==> config.mk <==
export PLATFORM = sky130hd
export DESIGN_NAME = soc_system_led_driver
export DESIGN_NICKNAME = d
export VERILOG_FILES = /design/src/rtl/soc_system_led_driver.sv
export SDC_FILE = /design/constraint.sdc
export NUM_CORES = 1
export LEC_CHECK = 0
export CELL_PAD_IN_SITES_DETAIL_PLACEMENT = 0
export CELL_PAD_IN_SITES_GLOBAL_PLACEMENT = 2
export CORE_ASPECT_RATIO = 1.75
export CORE_MARGIN = 5
export CORE_UTILIZATION = 25
export DETAILED_ROUTE_END_ITERATION = 7
export GPL_ROUTABILITY_DRIVEN = 0
export PLACE_DENSITY_LB_ADDON = 0.1
export SLEW_MARGIN = 15
export SYNTH_ARGS = -nofsm -noshare
export SYNTH_HDL_FRONTEND = slang
export SYNTH_SLANG_ARGS = --single-unit
export TNS_END_PERCENT = 20
==> constraint.sdc <==
create_clock -name clk -period 1.4 [get_ports clk]
set_input_delay 0.28 -clock clk [delete_from_list [all_inputs] [get_ports clk]]
set_output_delay 0.28 -clock clk [all_outputs]
set_load 0.02 [all_outputs]
==> src/rtl/soc_system_led_driver.sv <==
// soc_system_led_driver: per-LED passthrough/PWM/blink/off shaping of PIO LED requests, Avalon-MM configured.
// Blink logic is built only when SOC_LED_DRIVER_BLINK_EN is defined; otherwise mode 10 is passthrough.
module soc_system_led_driver #(
  parameter int NUM_LEDS = 2,
  parameter int PWM_DIV  = 64,
  parameter int BLINK_W  = 16
) (
  input  logic                clk,
  input  logic                reset_n,
  input  logic [2:0]          address,
  input  logic                chipselect,
  input  logic                write_n,
  input  logic [31:0]         writedata,
  output logic [31:0]         readdata,
  input  logic [NUM_LEDS-1:0] led_in,
  output logic [NUM_LEDS-1:0] led_out
);
  localparam int PW = PWM_DIV > 1 ? $clog2(PWM_DIV) : 1;
  logic [PW-1:0] presc;
  logic tick, we, phase, blink_gate;
  logic [7:0] pwm_cnt;
  logic [2*NUM_LEDS-1:0] mode;
  logic [8*NUM_LEDS-1:0] duty;
  logic [NUM_LEDS-1:0] led_nxt;
  logic [31:0] bh_rd;
  assign we = chipselect && !write_n;
  assign tick = presc == PW'(PWM_DIV - 1);
  always_ff @(posedge clk or negedge reset_n)
    if (!reset_n) begin
      presc   <= '0;
      pwm_cnt <= '0;
    end else begin
      presc <= tick ? '0 : presc + PW'(1);
      if (tick) pwm_cnt <= pwm_cnt + 8'd1;
    end
  always_ff @(posedge clk or negedge reset_n)
    if (!reset_n) begin
      mode <= '0;
      duty <= {NUM_LEDS{8'hFF}};
    end else if (we) begin
      if (address == 3'd0) mode <= writedata[2*NUM_LEDS-1:0];
      if (address == 3'd1) duty <= writedata[8*NUM_LEDS-1:0];
    end
`ifdef SOC_LED_DRIVER_BLINK_EN
  logic [BLINK_W-1:0] blink_half, blink_cnt;
  logic wrap;
  assign wrap = blink_cnt == blink_half;
  // A BLINK_HALF write restarts the half-period and overrides a coincident tick.
  always_ff @(posedge clk or negedge reset_n)
    if (!reset_n) begin
      blink_half <= BLINK_W'(1000);
      blink_cnt  <= '0;
      phase      <= 1'b0;
    end else if (we && address == 3'd2) begin
      blink_half <= writedata[BLINK_W-1:0];
      blink_cnt  <= '0;
    end else if (tick) begin
      blink_cnt <= wrap ? '0 : blink_cnt + BLINK_W'(1);
      phase     <= phase ^ wrap;
    end
  assign blink_gate = phase;
  assign bh_rd = 32'(blink_half);
`else
  assign phase = 1'b0;
  assign blink_gate = 1'b1;
  assign bh_rd = '0;
`endif
  for (genvar i = 0; i < NUM_LEDS; i++) begin : g_led
    logic [1:0] m;
    logic [7:0] d;
    logic pwm_on;
    assign m = mode[2*i +: 2];
    assign d = duty[8*i +: 8];
    assign pwm_on = d == 8'hFF || pwm_cnt < d;
    assign led_nxt[i] = m == 2'd0 ? led_in[i] :
                        m == 2'd1 ? led_in[i] & pwm_on :
                        m == 2'd2 ? led_in[i] & blink_gate : 1'b0;
  end
  always_ff @(posedge clk or negedge reset_n)
    if (!reset_n) led_out <= '0;
    else led_out <= led_nxt;
  always_comb
    readdata = address == 3'd0 ? 32'(mode) :
               address == 3'd1 ? 32'(duty) :
               address == 3'd2 ? bh_rd :
               address == 3'd3 ? {23'd0, phase, 8'(led_out)} : '0;
endmodule

Yosys cells after proc, flatten, opt, wreduce, memory -nomap -nowiden
Index checks and enable logic that the tools add are counted.
- logic and storage cells: 41
- input bits: 41
- bits in registers: 36
- reduce and logical (&&, ||, !) cells: 9
- equality and inequality tests: 10
- add/subtract/negate cells: 2
- multiplexer cells: 11
- bitwise operators: 2
- magnitude comparators: 2
- operator list (cell ; number):
    16-bit 2-to-1 mux ; 2
    8-bit == test, second input constant ; 2
    8-bit less-than comparator ; 2
    8-bit by 1-bit adder with 8-bit output, second input constant ; 1
    6-bit by 1-bit adder with 6-bit output, second input constant ; 1
    3-bit by 2-bit == test with 1-bit output, second input constant ; 2
    6-bit == test, second input constant ; 1
    1-bit 2-to-1 mux ; 6
    6-bit 2-to-1 mux ; 1
    2-bit by 1-bit == test with 1-bit output, second input constant ; 2
    2-bit == test, second input constant ; 2
    2-bit zero test ; 2
    2-bit 2-to-1 mux ; 2
    2-bit AND reduction ; 2
    3-bit by 1-bit == test with 1-bit output, second input constant ; 1
    3-bit zero test ; 1
    1-bit AND ; 2
    1-bit logical OR ; 2
    1-bit logical AND ; 1
    1-bit zero test ; 1

Depth between registers and ports, before layout
- depth after elaboration: 5
- gate-level depth with buffers: 6
- mapped depth without buffers: 6

Least setup slack after synthesis
Ideal clock, no wire load.
- path kind: register -> register
- from: register duty[9]
- to: register led_out[1]
- cell stages (with the launch flop): 7
- setup time: 0.083 ns
- path buffers: 0
- slack: -0.149 ns
- data arrival time: 1.466 ns
- data required time: 1.317 ns
- period minus slack after synthesis: 1.549 ns
- cells stage by stage: dfstp_2 > inv_1 > ha_1 > or3b_2 > o2111ai_1 > a21oi_1 > o21ai_0
- cells in the longest elaborated chain, start to end: 5
- elaborated cells on any way between the ends: 6
- those cells by class: order compare: 1; eq/ne: 1; mux: 2; bitwise: 1; reduce/logical: 1
- ends and longest elaborated chain (element ; RTL line ; text):
    start: declaration ; 23 ; logic [8*NUM_LEDS-1:0] duty;
    start signal: assignment ; 39 ; duty <= {NUM_LEDS{8'hFF}};
    start signal: assignment ; 42 ; if (address == 3'd1) duty <= writedata[8*NUM_LEDS-1:0];
    8-bit less-than comparator or 8-bit == test (tied branches) ; 74 ; assign pwm_on = d == 8'hFF || pwm_cnt < d;
    1-bit logical OR * ; 74 ;
    1-bit AND * ; 76 ; m == 2'd1 ? led_in[i] & pwm_on :
    1-bit 2-to-1 mux * ; 76 ;
    1-bit 2-to-1 mux * ; 75 ; assign led_nxt[i] = m == 2'd0 ? led_in[i] :
    via led_nxt[1] ; 24 ; logic [NUM_LEDS-1:0] led_nxt;
    end signal: assignment ; 81 ; else led_out <= led_nxt;
    end: declaration ; 16 ; output logic [NUM_LEDS-1:0] led_out
Mark *: on every way through the listed nets, which the timed path passes. The rest lies on a longest branch.
A chain may end at the register's enable or synchronous reset.

Worst setup path in the final report
- from: register duty[1]
- to: register led_out[0]
Same word-level chain as after synthesis.

==> impl_metrics.yaml <==
sta:
  fmax_mhz: 646.6
  worst_slack_ns: -0.1464
  finalCritPeriodShare_pct: 110.5
  skew_ns: 0.003411
  rsz0062_at_grt: "true"
  hold_viol_final: 0
  report.final.slew_viol_count: 0
  holdWs_ns: 0.3831
  min_period_ns: 1.546
  setup_viol: 7
synthesis:
  syn_area_per_cell_um2: 11.20
  synthArstFlopShare_pct: 100.0
  synthesis.area_um2: 2185
  netlist_instances: 195
  seq_area_frac_synth_pct: 42.15
  synth_warnings: 0
  synth-seq-cells: 36
  yosys-top-cells-area: "dfrtp_1, dfstp_2, ha_1"
  synth_edf_count: 0
  synth_ff_type: "dfrtp_1"
  netlist-cell-type-count: 36
  synth.top_cell.area_share_pct: 22.91
  synth_top_area_cell: "dfrtp_1"
placement:
  dpl.cell_count: 391
  dp_hpwl_um: 4636
  dpl_cell_area_um2: 3013
  port_buffers: 42
  post-place-ws_ns: -0.8491
setup_path:
  crit_family: "flip-flops"
  cpMaxStageDelayCell: "dfstp_2"
  r2r_cells: 7
  crit_cells: 7
  crit_path_max_fanout: 3
  end_kind: "register"
  critPathMaxStageDelay_ns: 0.54
  crit_buf_inv: 2
  critPathLaunchType: "register"
  crit_arrival_ns: 1.75
  crit_chain: "buf_4 -> inv_1 -> ha_1 -> o211a_1 -> o31ai_1 -> a21oi_1 -> o21ai_1"
  critPathRequiredTime_ns: 1.61
  critPathKind: "register to register"
flow_run:
  maxCapViolations: 0
detailed_routing:
  drcViolationCount: 0
  num_vias: 1679
  drt_iter0_drc: 31
  ant_nets: 0
  avgRoutedWirePerCell_um: 14.71
  vias_per_cell: 4.177
  drt_pass1_iterations: 4
  drt_wl_total_um: 5912
status:
  status: "complete, but fails checks"
  violations: "setup timing"
cells_and_area:
  antennaDiodeCount: 0
  fillers: 895
  multi_input_area_um2: 1192
  regArea_um2: 920.9
  final_net_count: 341
  syn_to_final_growth_pct: 50.74
  drive_above_1_share_pct: 47.72
  final_area_um2: 3293
  final_cells: 402
die:
  die_h_um: 133.7
  die_w_um: 80.67
  initial_core_util_pct: 25.36
  rows: 45
  core_area_um2: 8615
  ios: 75
  dieArea_um2: 10780
clocking:
  clock_tree.htree_level_count: 2
  cts_buffers: 5
  ctsHoldBuffers: 0
  clock_sinks: 36
  clk_pin_slew_ns: 0.06
  cts_root_buf: "clkbuf_16"
  tritoncts: "done"
  clock_latency_ns: 0.28
  clockBufferDepth: 2
pwr:
  cellLeakagePower_nw: 1.588
  peakVddDrop_v: 0.0005710
  p_per_area_nw_per_um2: 1072
global_route:
  grt-ovfl-total: 0
  grt_pass1_vias: 1891
  grt_pass1_wl_um: 9487
  grt_max_degree: 37
  antenna_found_initial: 0
  grt_usage_pct: 11.70
min_path:
  hp-class: "input pin to asynchronous set/reset pin"
power breakdown:
part           total [W]  leakage, nW  switching [W]  internal [W]
Sequential       0.00135        0.421      0.0000879       0.00127
Combinational    0.00110         1.10       0.000470      0.000626
Clock            0.00108       0.0679       0.000421      0.000658
repair_timing:
item / 4_1_cts / 5_1_grt
resized for setup: 116 / 21
endpoints found under the setup margin: 40 / 27
pin swaps: 4 / 15
cloned: 1 / 0
setup buffers: 1 / 1
placed cells by master (no fill, tap or decap), drive strengths merged, types with 7 or more instances in the layout:
master,instances
and2,12
buf,66
clkbuf,7
clkdlybuf4s50,20
conb,16
dfrtp,20
dfstp,16
ha,16
inv,17
mux2,21
nand3,8
nor2,9
cell type report:
type | instances | area share (%)
repair buffers | 87 | 25.27
inverters | 17 | 1.938
well taps | 117 | 4.445
clock buffers | 7 | 4.027
multi-input cells | 137 | 36.21
clock inverters | 1 | 0.1520
flip-flops and latches | 36 | 27.96
registers in the layout, summed over array words and instances (netlist names):
| signal | flops |
|---|---|
| duty | 16 |
| mode | 4 |
| presc | 6 |
| led_out | 2 |
| pwm_cnt | 8 |
routing by layer:
metal | GRT usage (%) | wire length [um] | up-vias
met1 | 11.29 | 2008 | 820
li1 | - | - | 825
met5 | 0 | 0 | -
met4 | 3.665 | 89 | 0
met3 | 2.571 | 236 | 6
met2 | 23.39 | 3577 | 28
per-stage QoR:
| step | util (%) | TNS, ns | power [W] |
|---|---|---|---|
| floorplan | - | 0 | 0.001896 |
| global placement | 34.97 | -24.01 | 0.002415 |
| detailed placement | 34.97 | -23.61 | 0.002423 |
| CTS | 37.17 | -0.8517 | 0.003559 |
| global route | 38.23 | -1.510 | 0.003766 |
| finish | 38.23 | -0.6554 | 0.003529 |
Yosys cell counts (2+ instances only):
master      n
and2_1     12
nand4_1     4
xnor2_1     6
mux2_2     11
o41ai_1     2
nand2_1     5
xor2_1      4
buf_6       2
nor2_1      8
mux2_4     10
inv_1      17
mux2i_1     4
nor3_1      3
ha_1       16
nand3_1     8
dfrtp_1    20
o21ai_0     3
o31ai_1     2
a21oi_1     5
a31oi_1     2
a211oi_1    2
dfstp_2    16
o2111ai_1   3
buf_4      17
o211ai_1    2
worst reg2reg max path, stage by stage, from the launching register on:
cell and delay (ns):
dfstp_2 0.54, buf_4 0.12, inv_1 0.04, ha_1 0.27, o211a_1 0.20, o31ai_1 0.07
a21oi_1 0.11, o21ai_1 0.13
worst paths after layout:
| check | from | endpoint | slack [ns] |
|---|---|---|---|
| max | duty[1] | led_out[0] | -0.15 |
| min | reset_n | mode[3] | 0.38 |
| max reg2reg | duty[1] | led_out[0] | -0.15 |
| min reg2reg | presc[4] | presc[4] | 0.48 |
| max in group asynchronous | reset_n | duty[10] | 0.75 |
| min in group clk | presc[4] | presc[4] | 0.48 |
logic make-up (layout without fill, tap and decap cells):
kind of cell | count (synthesis) | in the layout | share of synthesized area (%)
buffers and inverters | 37 | 112 | 9.965
flip-flops | 36 | 36 | 42.15
AND/OR/NAND/NOR | 48 | 48 | 13.23
multiplexers | 25 | 25 | 14.38
other | 1 | 16 | 0.1717
XOR/XNOR | 10 | 10 | 4.009
adder cells (fa/ha/maj) | 16 | 16 | 9.164
AO/OA/AOI/OAI | 22 | 22 | 6.929
Power figures use the tool's default switching activity.
